**config.mk**
```make
export PLATFORM = sky130hd
export DESIGN_NAME = mdio_peripheral
export DESIGN_NICKNAME = d
export VERILOG_FILES = /design/src/rtl/mdio_peripheral.sv
export SDC_FILE = /design/constraint.sdc
export NUM_CORES = 1
export LEC_CHECK = 0
export ABC_AREA = 0
export BUFFER_PORTS_ARGS = -buffer_cell sky130_fd_sc_hd__buf_4
export CAP_MARGIN = 40
export CELL_PAD_IN_SITES_DETAIL_PLACEMENT = 0
export CELL_PAD_IN_SITES_GLOBAL_PLACEMENT = 1
export CORE_MARGIN = 5
export CORE_UTILIZATION = 46
export DETAILED_ROUTE_END_ITERATION = 12
export PLACE_DENSITY = 0.79
export SLEW_MARGIN = 25
export SYNTH_ARGS = -nofsm -noshare
export SYNTH_HDL_FRONTEND = slang
export SYNTH_SLANG_ARGS = --single-unit
```
**constraint.sdc**
```tcl
create_clock -name CLK -period 3 [get_ports CLK]
set_input_delay 0.45 -clock CLK [delete_from_list [all_inputs] [get_ports CLK]]
set_output_delay 0.45 -clock CLK [all_outputs]
set_load 0.005 [all_outputs]
```
**src/rtl/mdio_peripheral.sv**
```systemverilog
// MDIO management slave: decodes 32-bit controller frames and performs one register-file access per frame.
// Optional PHY address filter is compiled in with `define MDIO_PHY_FILTER_EN.
module mdio_peripheral #(
    parameter logic [4:0] PHY_ADDR = 5'b00001
) (
    input  logic        CLK,
    input  logic        RESET,
    input  logic        MDIO_OUT,
    input  logic        MDIO_OE,
    output logic        MDIO_IN,
    output logic        MDIO_IN_OE,
    output logic [4:0]  ADDR,
    output logic [15:0] WR_DATA,
    output logic        MEM_WR,
    output logic        MEM_RD,
    input  logic [15:0] RD_DATA,
    output logic        FRAME_ERR
);

    localparam logic [2:0] S_IDLE   = 3'd0;
    localparam logic [2:0] S_HEADER = 3'd1;
    localparam logic [2:0] S_TA     = 3'd2;
    localparam logic [2:0] S_WDATA  = 3'd3;
    localparam logic [2:0] S_RDATA  = 3'd4;
    localparam logic [2:0] S_DRAIN  = 3'd5;

`ifdef MDIO_PHY_FILTER_EN
    localparam bit FILTER_EN = 1'b1;
`else
    localparam bit FILTER_EN = 1'b0;
`endif

    logic [2:0]  state;
    logic [4:0]  cnt;
    logic [12:0] hdr;
    logic [13:0] hdr_next;
    logic [14:0] wsh;
    logic [15:0] tx;
    logic        hdr_bad;
    logic        phy_ok;
    logic        is_read;

    // hdr_next is the complete ST/OP/PHYAD/REGAD header at edge 13
    assign hdr_next = {hdr, MDIO_OUT};
    assign hdr_bad  = (hdr_next[13:12] != 2'b01) || (hdr_next[11:10] == 2'b00) ||
                      (hdr_next[11:10] == 2'b11);
    assign phy_ok   = !FILTER_EN || (hdr_next[9:5] == PHY_ADDR);
    assign is_read  = (hdr[11:10] == 2'b10);

    always_ff @(posedge CLK or negedge RESET) begin
        if (!RESET) begin
            state      <= S_IDLE;
            cnt        <= '0;
            hdr        <= '0;
            wsh        <= '0;
            tx         <= '0;
            MDIO_IN    <= 1'b0;
            MDIO_IN_OE <= 1'b0;
            ADDR       <= '0;
            WR_DATA    <= '0;
            MEM_WR     <= 1'b0;
            MEM_RD     <= 1'b0;
            FRAME_ERR  <= 1'b0;
        end else begin
            MEM_WR    <= 1'b0;
            MEM_RD    <= 1'b0;
            FRAME_ERR <= 1'b0;
            case (state)
                S_IDLE: begin
                    if (MDIO_OE) begin
                        hdr   <= {12'b0, MDIO_OUT};
                        cnt   <= 5'd1;
                        state <= S_HEADER;
                    end
                end
                S_HEADER: begin
                    hdr <= hdr_next[12:0];
                    cnt <= cnt + 5'd1;
                    if (cnt == 5'd13) begin
                        if (hdr_bad) begin
                            FRAME_ERR <= 1'b1;
                            state     <= S_DRAIN;
                        end else if (!phy_ok) begin
                            state <= S_DRAIN;
                        end else begin
                            state <= S_TA;
                            if (hdr_next[11:10] == 2'b10) begin
                                MEM_RD <= 1'b1;
                                ADDR   <= hdr_next[4:0];
                            end
                        end
                    end
                end
                S_TA: begin
                    cnt <= cnt + 5'd1;
                    // edge 14 latches memory data, edge 15 presents its MSB
                    if (is_read) begin
                        if (cnt == 5'd14) begin
                            tx <= RD_DATA;
                        end else begin
                            MDIO_IN    <= tx[15];
                            MDIO_IN_OE <= 1'b1;
                            tx         <= {tx[14:0], 1'b0};
                        end
                    end
                    if (cnt == 5'd15)
                        state <= is_read ? S_RDATA : S_WDATA;
                end
                S_WDATA: begin
                    if (cnt == 5'd31) begin
                        WR_DATA <= {wsh, MDIO_OUT};
                        ADDR    <= hdr[4:0];
                        MEM_WR  <= 1'b1;
                        cnt     <= '0;
                        state   <= S_IDLE;
                    end else begin
                        wsh <= {wsh[13:0], MDIO_OUT};
                        cnt <= cnt + 5'd1;
                    end
                end
                S_RDATA: begin
                    if (cnt == 5'd31) begin
                        MDIO_IN    <= 1'b0;
                        MDIO_IN_OE <= 1'b0;
                        cnt        <= '0;
                        state      <= S_IDLE;
                    end else begin
                        MDIO_IN <= tx[15];
                        tx      <= {tx[14:0], 1'b0};
                        cnt     <= cnt + 5'd1;
                    end
                end
                S_DRAIN: begin
                    if (cnt == 5'd31) begin
                        cnt   <= '0;
                        state <= S_IDLE;
                    end else begin
                        cnt <= cnt + 5'd1;
                    end
                end
                default: begin
                    cnt   <= '0;
                    state <= S_IDLE;
                end
            endcase
        end
    end

endmodule

```
* Word-level counts from Yosys, hierarchy flattened
Index checks and enable logic that the tools add are counted.
** Word-level totals
- Bits in registers :: 78
- Output and inout bits :: 26
- Word-level logic and storage cells :: 93
** Cells by class
- $add $sub $neg :: 1
- Eq/ne operators :: 24
- Multiplexer cells :: 38
- Bitwise gates (word level) :: 1
- Reduce and logical (&&, ||, !) cells :: 17
** Operators by type and width (number)
- two-way mux 16 bit :: 3
- case mux 16 bit (2 select lines) :: 1
- two-way mux 5 bit :: 6
- case mux 13 bit (2 select lines) :: 1
- inequality test 2 bit (second input constant) :: 10
- two-way mux 3 bit :: 6
- == test 5 x 4 -> 1 bit (second input constant) :: 3
- two-way mux 1 bit :: 15
- case mux 5 bit (3 select lines) :: 1
- two-way mux 13 bit :: 1
- case mux 3 bit (4 select lines) :: 1
- case mux 5 bit (2 select lines) :: 1
- AND reduction 4 bit :: 2
- == test 2 bit (second input constant) :: 3
- == test 3 x 2 -> 1 bit (second input constant) :: 2
- == test 3 bit (second input constant) :: 2
- AND reduction 2 bit :: 3
- AND reduction 3 bit :: 2
- nonzero test 2 bit :: 3
- adder 5 x 1 -> 5 bit (second input constant) :: 1
- == test 5 bit (second input constant) :: 1
- AND reduction 5 bit :: 1
- inequality test 2 x 1 -> 1 bit (second input constant) :: 2
- case mux 1 bit (2 select lines) :: 2
- other kinds (7) :: 8

* Logic depth before layout (Yosys ltp)
- Word-level depth :: 6
- Gate-level depth with buffers :: 8
- Mapped depth without buffers :: 7

* Worst setup path before layout
No wires, ideal clock.
- Kind :: reg2reg
- From :: register cnt[0]
- To :: register tx[2]
- Arrival :: 2.045 ns
- Required time :: 2.923 ns
- Path slack :: 0.878 ns
- Stages on the path, launching flop included :: 9
- Buffers on the path :: 1
- Cell sequence :: dfrtp_1 ha_1 and3_2 ha_1 or3b_1 a21oi_2 buf_2 nor2_1 a21oi_1
** On the way
- Word-level cells in the longest chain between the ends :: 4
- Elaborated cells between the ends (all ways) :: 7
** RTL lines
- start: declaration :: RTL line 34 : logic [4:0] cnt;
- start signal: assignment :: RTL line 78 : cnt <= cnt + 5'd1;
- start signal: assignment :: RTL line 95 : cnt <= cnt + 5'd1;
- start signal: assignment :: RTL line 118 : cnt <= cnt + 5'd1;
- == test 5 x 4 -> 1 bit :: RTL line 98 : if (cnt == 5'd14) begin
- two-way mux 16 bit :: RTL line 98
- two-way mux 16 bit :: RTL line 97 : if (is_read) begin
- case mux 16 bit (2 select lines) :: RTL line 68 : case (state)
- end signal: assignment :: RTL line 103 : tx <= {tx[14:0], 1'b0};
- end signal: assignment :: RTL line 129 : tx <= {tx[14:0], 1'b0};
- end: declaration :: RTL line 38 : logic [15:0] tx;
Parallel ways exist; a longest one is shown, timed or not. The select of a mux whose other input is x is not followed.
A chain may end at the register's enable or synchronous reset.

* Worst setup path in the final report
- From :: register cnt[0]
- To :: register tx[7]
Same word-level chain as after synthesis.

==> results.ini <==
[synth]
synth_cell_types=48
synth_top_family_by_area=multiplexers
synth_area_per_cell_um2=12.5
postSynthCellCount=282
yosys_warnings=0
synth_top_cell_by_area=dfrtp_1
synth_xor_area_share_pct=0.248
syn-cell-area_um2=3530
synthSimpleGateAreaFrac_pct=8.69
synthArstFlopShare_pct=100
ys_ff_latch=78
synth_top_area_share_pct=55.3
synth-adder-area-share_pct=2.13
synth.top_cells.by_area=dfrtp_1 55%, mux2_2 12%, mux2i_1 4.5%
synth_enable_flop_cells=0
synth.area.mux_share_pct=18.8
yosysSeqAreaShare_pct=55.3
synth_ff_type=dfrtp_1
synth_compound_area_share_pct=11.4
syn_nets=308

[die]
die_h_um=97.6
io_pins=46
die_area_um2=9520
die_w_um=97.6
std_cell_rows=32
start_util_pct=46.4
core_um2=7610

[status]
status=completed

[cts]
numCtsBuffers=9
clk_pin_slew_ps=80
htree_levels=3
ctsLongestPathBuffers=2
cts_setup_buffers=0
cts_root_buf=clkbuf_8
cts_num_sinks=78
clkLatencyLatePin_ps=350
cts_tree=yes
hold_buffers=0
cts-resized-gates=0

[setup_path]
cp_slowest_cell=dfrtp_1
cpPeakStageDelay_ps=450
critPathCaptureType=register
crit_chain=ha_1, and3_2, ha_1, or3b_1, a21oi_2, buf_4, nor2_1, a21oi_1
critical_path_class=register to register
crit_buf_inv=1
critPathMostFrequentCell=ha_1
crit_family=simple AND/OR/NAND/NOR gates
worst-path-max-fanout=32
crit_path_start_kind=register
cp_data_required_time_ps=3270
cp.arrival_ps=2630

[placed_design]
port_buffers=45
gp_congestion=0.772
dp_cells=423
place_hpwl_um=4350
place_area_um2=3980

[sta]
rsz0062_at_grt=no
hold_viol_final=0
setup_viol=0
worstMarginPinSlew_ps=598
fin_crit_ps=2370
slew_headroom_pct=60.1
fmax_ghz=0.423
final_max_slew_viol_count=0
fin_tns_setup_ps=0
clock_skew_ps=7.60
fin_crit_sh_pct=78.8

[final_layout]
stdcell_area_um2=4180
syn_to_final_growth_pct=18.5
diodes=0
nNetsFinal=358
fill_cells=667
fin_cells=439
layout-drive-gt1-share_pct=35.6

[detailed_routing]
drtIter0Drc=55
wirelength_um=6420
first_pass_iters=4
routedWlPerCell_um=14.6
avgViaCountPerCell=5.17
drc=0
vias=2268
final_antenna_net_count=0

[grt]
grt_pass1_wl_um=11600
antenna_found_initial=0
track_usage_pct=15.0
overflow=0
grt_max_degree=51
grt_pass1_vias=2349

[power_and_ir_drop]
max-vdd-ir-drop_mv=0.330
p_leak_nw=1.99
pwr_density_cell_nw_per_um2=714

[worst_hold_path]
hold_class=input pin to async pin

[job]
drv_cap=0

path summary, 6_finish.rpt:
check | start | endpoint | slack, ps | depth (start not counted)
worst max-delay path | cnt[0]$_DFFE_PN0P_ | tx[7]$_DFFE_PN0P_ | 630 | 8
worst min-delay path | RESET | cnt[3]$_DFFE_PN0P_ | 20 | 1
worst max register to register | cnt[0]$_DFFE_PN0P_ | tx[7]$_DFFE_PN0P_ | 630 | 8
worst min register to register | hdr[8]$_DFFE_PN0P_ | hdr[9]$_DFFE_PN0P_ | 500 | 1
max in group asynchronous | RESET | WR_DATA[1]$_DFFE_PN0P_ | 2400 | 2
min in group CLK | RD_DATA[0] | tx[0]$_DFFE_PN0P_ | 320 | 3
stage by stage:
stage	setup slack (ps)	hold WS, ps	total power, mW	util (%)
floorplan	878	154	2.02	-
finish	635	20.7	2.99	55.0
CTS	636	21.7	3.03	55.0
detailed placement	664	407	2.23	52.4
global placement	734	487	2.20	52.0
global route	440	36.3	3.22	55.0
sequential cells by signal, indices dropped and copies added, names as in the netlist:
name and cells:
MEM_WR 1, hdr 13, cnt 5, ADDR 5, MDIO_IN 1, state 3
WR_DATA 16, MDIO_IN_OE 1, MEM_RD 1, tx 16, FRAME_ERR 1, wsh 15
metal layers:
layer / GRT usage (%) / vias up / share of wire [%]
met5: 0 / - / 0
met4: 4.15 / 0 / 1.1
met3: 5.46 / 9 / 4.4
met2: 21.5 / 33 / 45
met1: 21.6 / 1116 / 49
li1: - / 1110 / -
area by class of cell:
cell class,count,area (µm²),share of cell area (%)
flip-flops and latches,78,1950,46.7
well taps,102,128,3.05
multi-input cells,183,1460,34.8
repair buffers,54,425,10.2
clock inverters,6,68.8,1.65
inverters,6,22.5,0.539
clock buffers,10,128,3.05
logic make-up after synthesis:
logic type	count (synthesis)
flip-flops	78
multiplexers	59
AND/OR/NAND/NOR	59
AO/OA/AOI/OAI	58
buffers and inverters	21
adder cells (fa/ha/maj)	6
XOR/XNOR	1
synthesized netlist by cell type, types with 2 or more instances:
cell type	instances
a21o_1	2
a21oi_1	19
a22o_1	12
a32o_1	2
buf_2	5
buf_4	3
buf_6	3
clkbuf_1	4
dfrtp_1	78
ha_1	6
inv_1	6
mux2_2	38
mux2_4	5
mux2i_1	16
nand2_1	10
nand2b_1	3
nand3_1	4
nand4b_1	2
nand4bb_1	2
nor2_1	22
nor2_2	2
nor2b_1	2
nor3b_1	2
o21ai_0	5
o22a_1	2
o22ai_1	2
or2_2	2
or3_1	3
power by group:
| part | switching [mW] | internal [mW] | total [mW] |
|---|---|---|---|
| combinational | 0.394 | 0.377 | 0.772 |
| clock | 0.390 | 0.390 | 0.781 |
| sequential | 0.188 | 1.24 | 1.43 |
cell usage in the layout (no fill, tap or decap), types with 2 or more instances in the layout:
master,synthesis,layout
mux2_2,38,38
a21oi_1,19,19
a22o_1,12,12
ha_1,6,6
o21ai_0,5,5
nor2_1,22,22
inv_1,6,6
o22a_1,2,2
nand2_1,10,10
nor3b_1,2,2
a21o_1,2,2
nand3_1,4,4
mux2i_1,16,16
a32o_1,2,2
nand4b_1,2,2
nand4bb_1,2,2
or3_1,3,3
dfrtp_1,78,78
inv_6,0,2
nor2b_1,2,2
clkbuf_8,0,9
o22ai_1,2,2
buf_4,3,53
nor2_2,2,2
or2_2,2,2
mux2_4,5,5
nand2b_1,3,3
(Power assumes the default switching activity.)
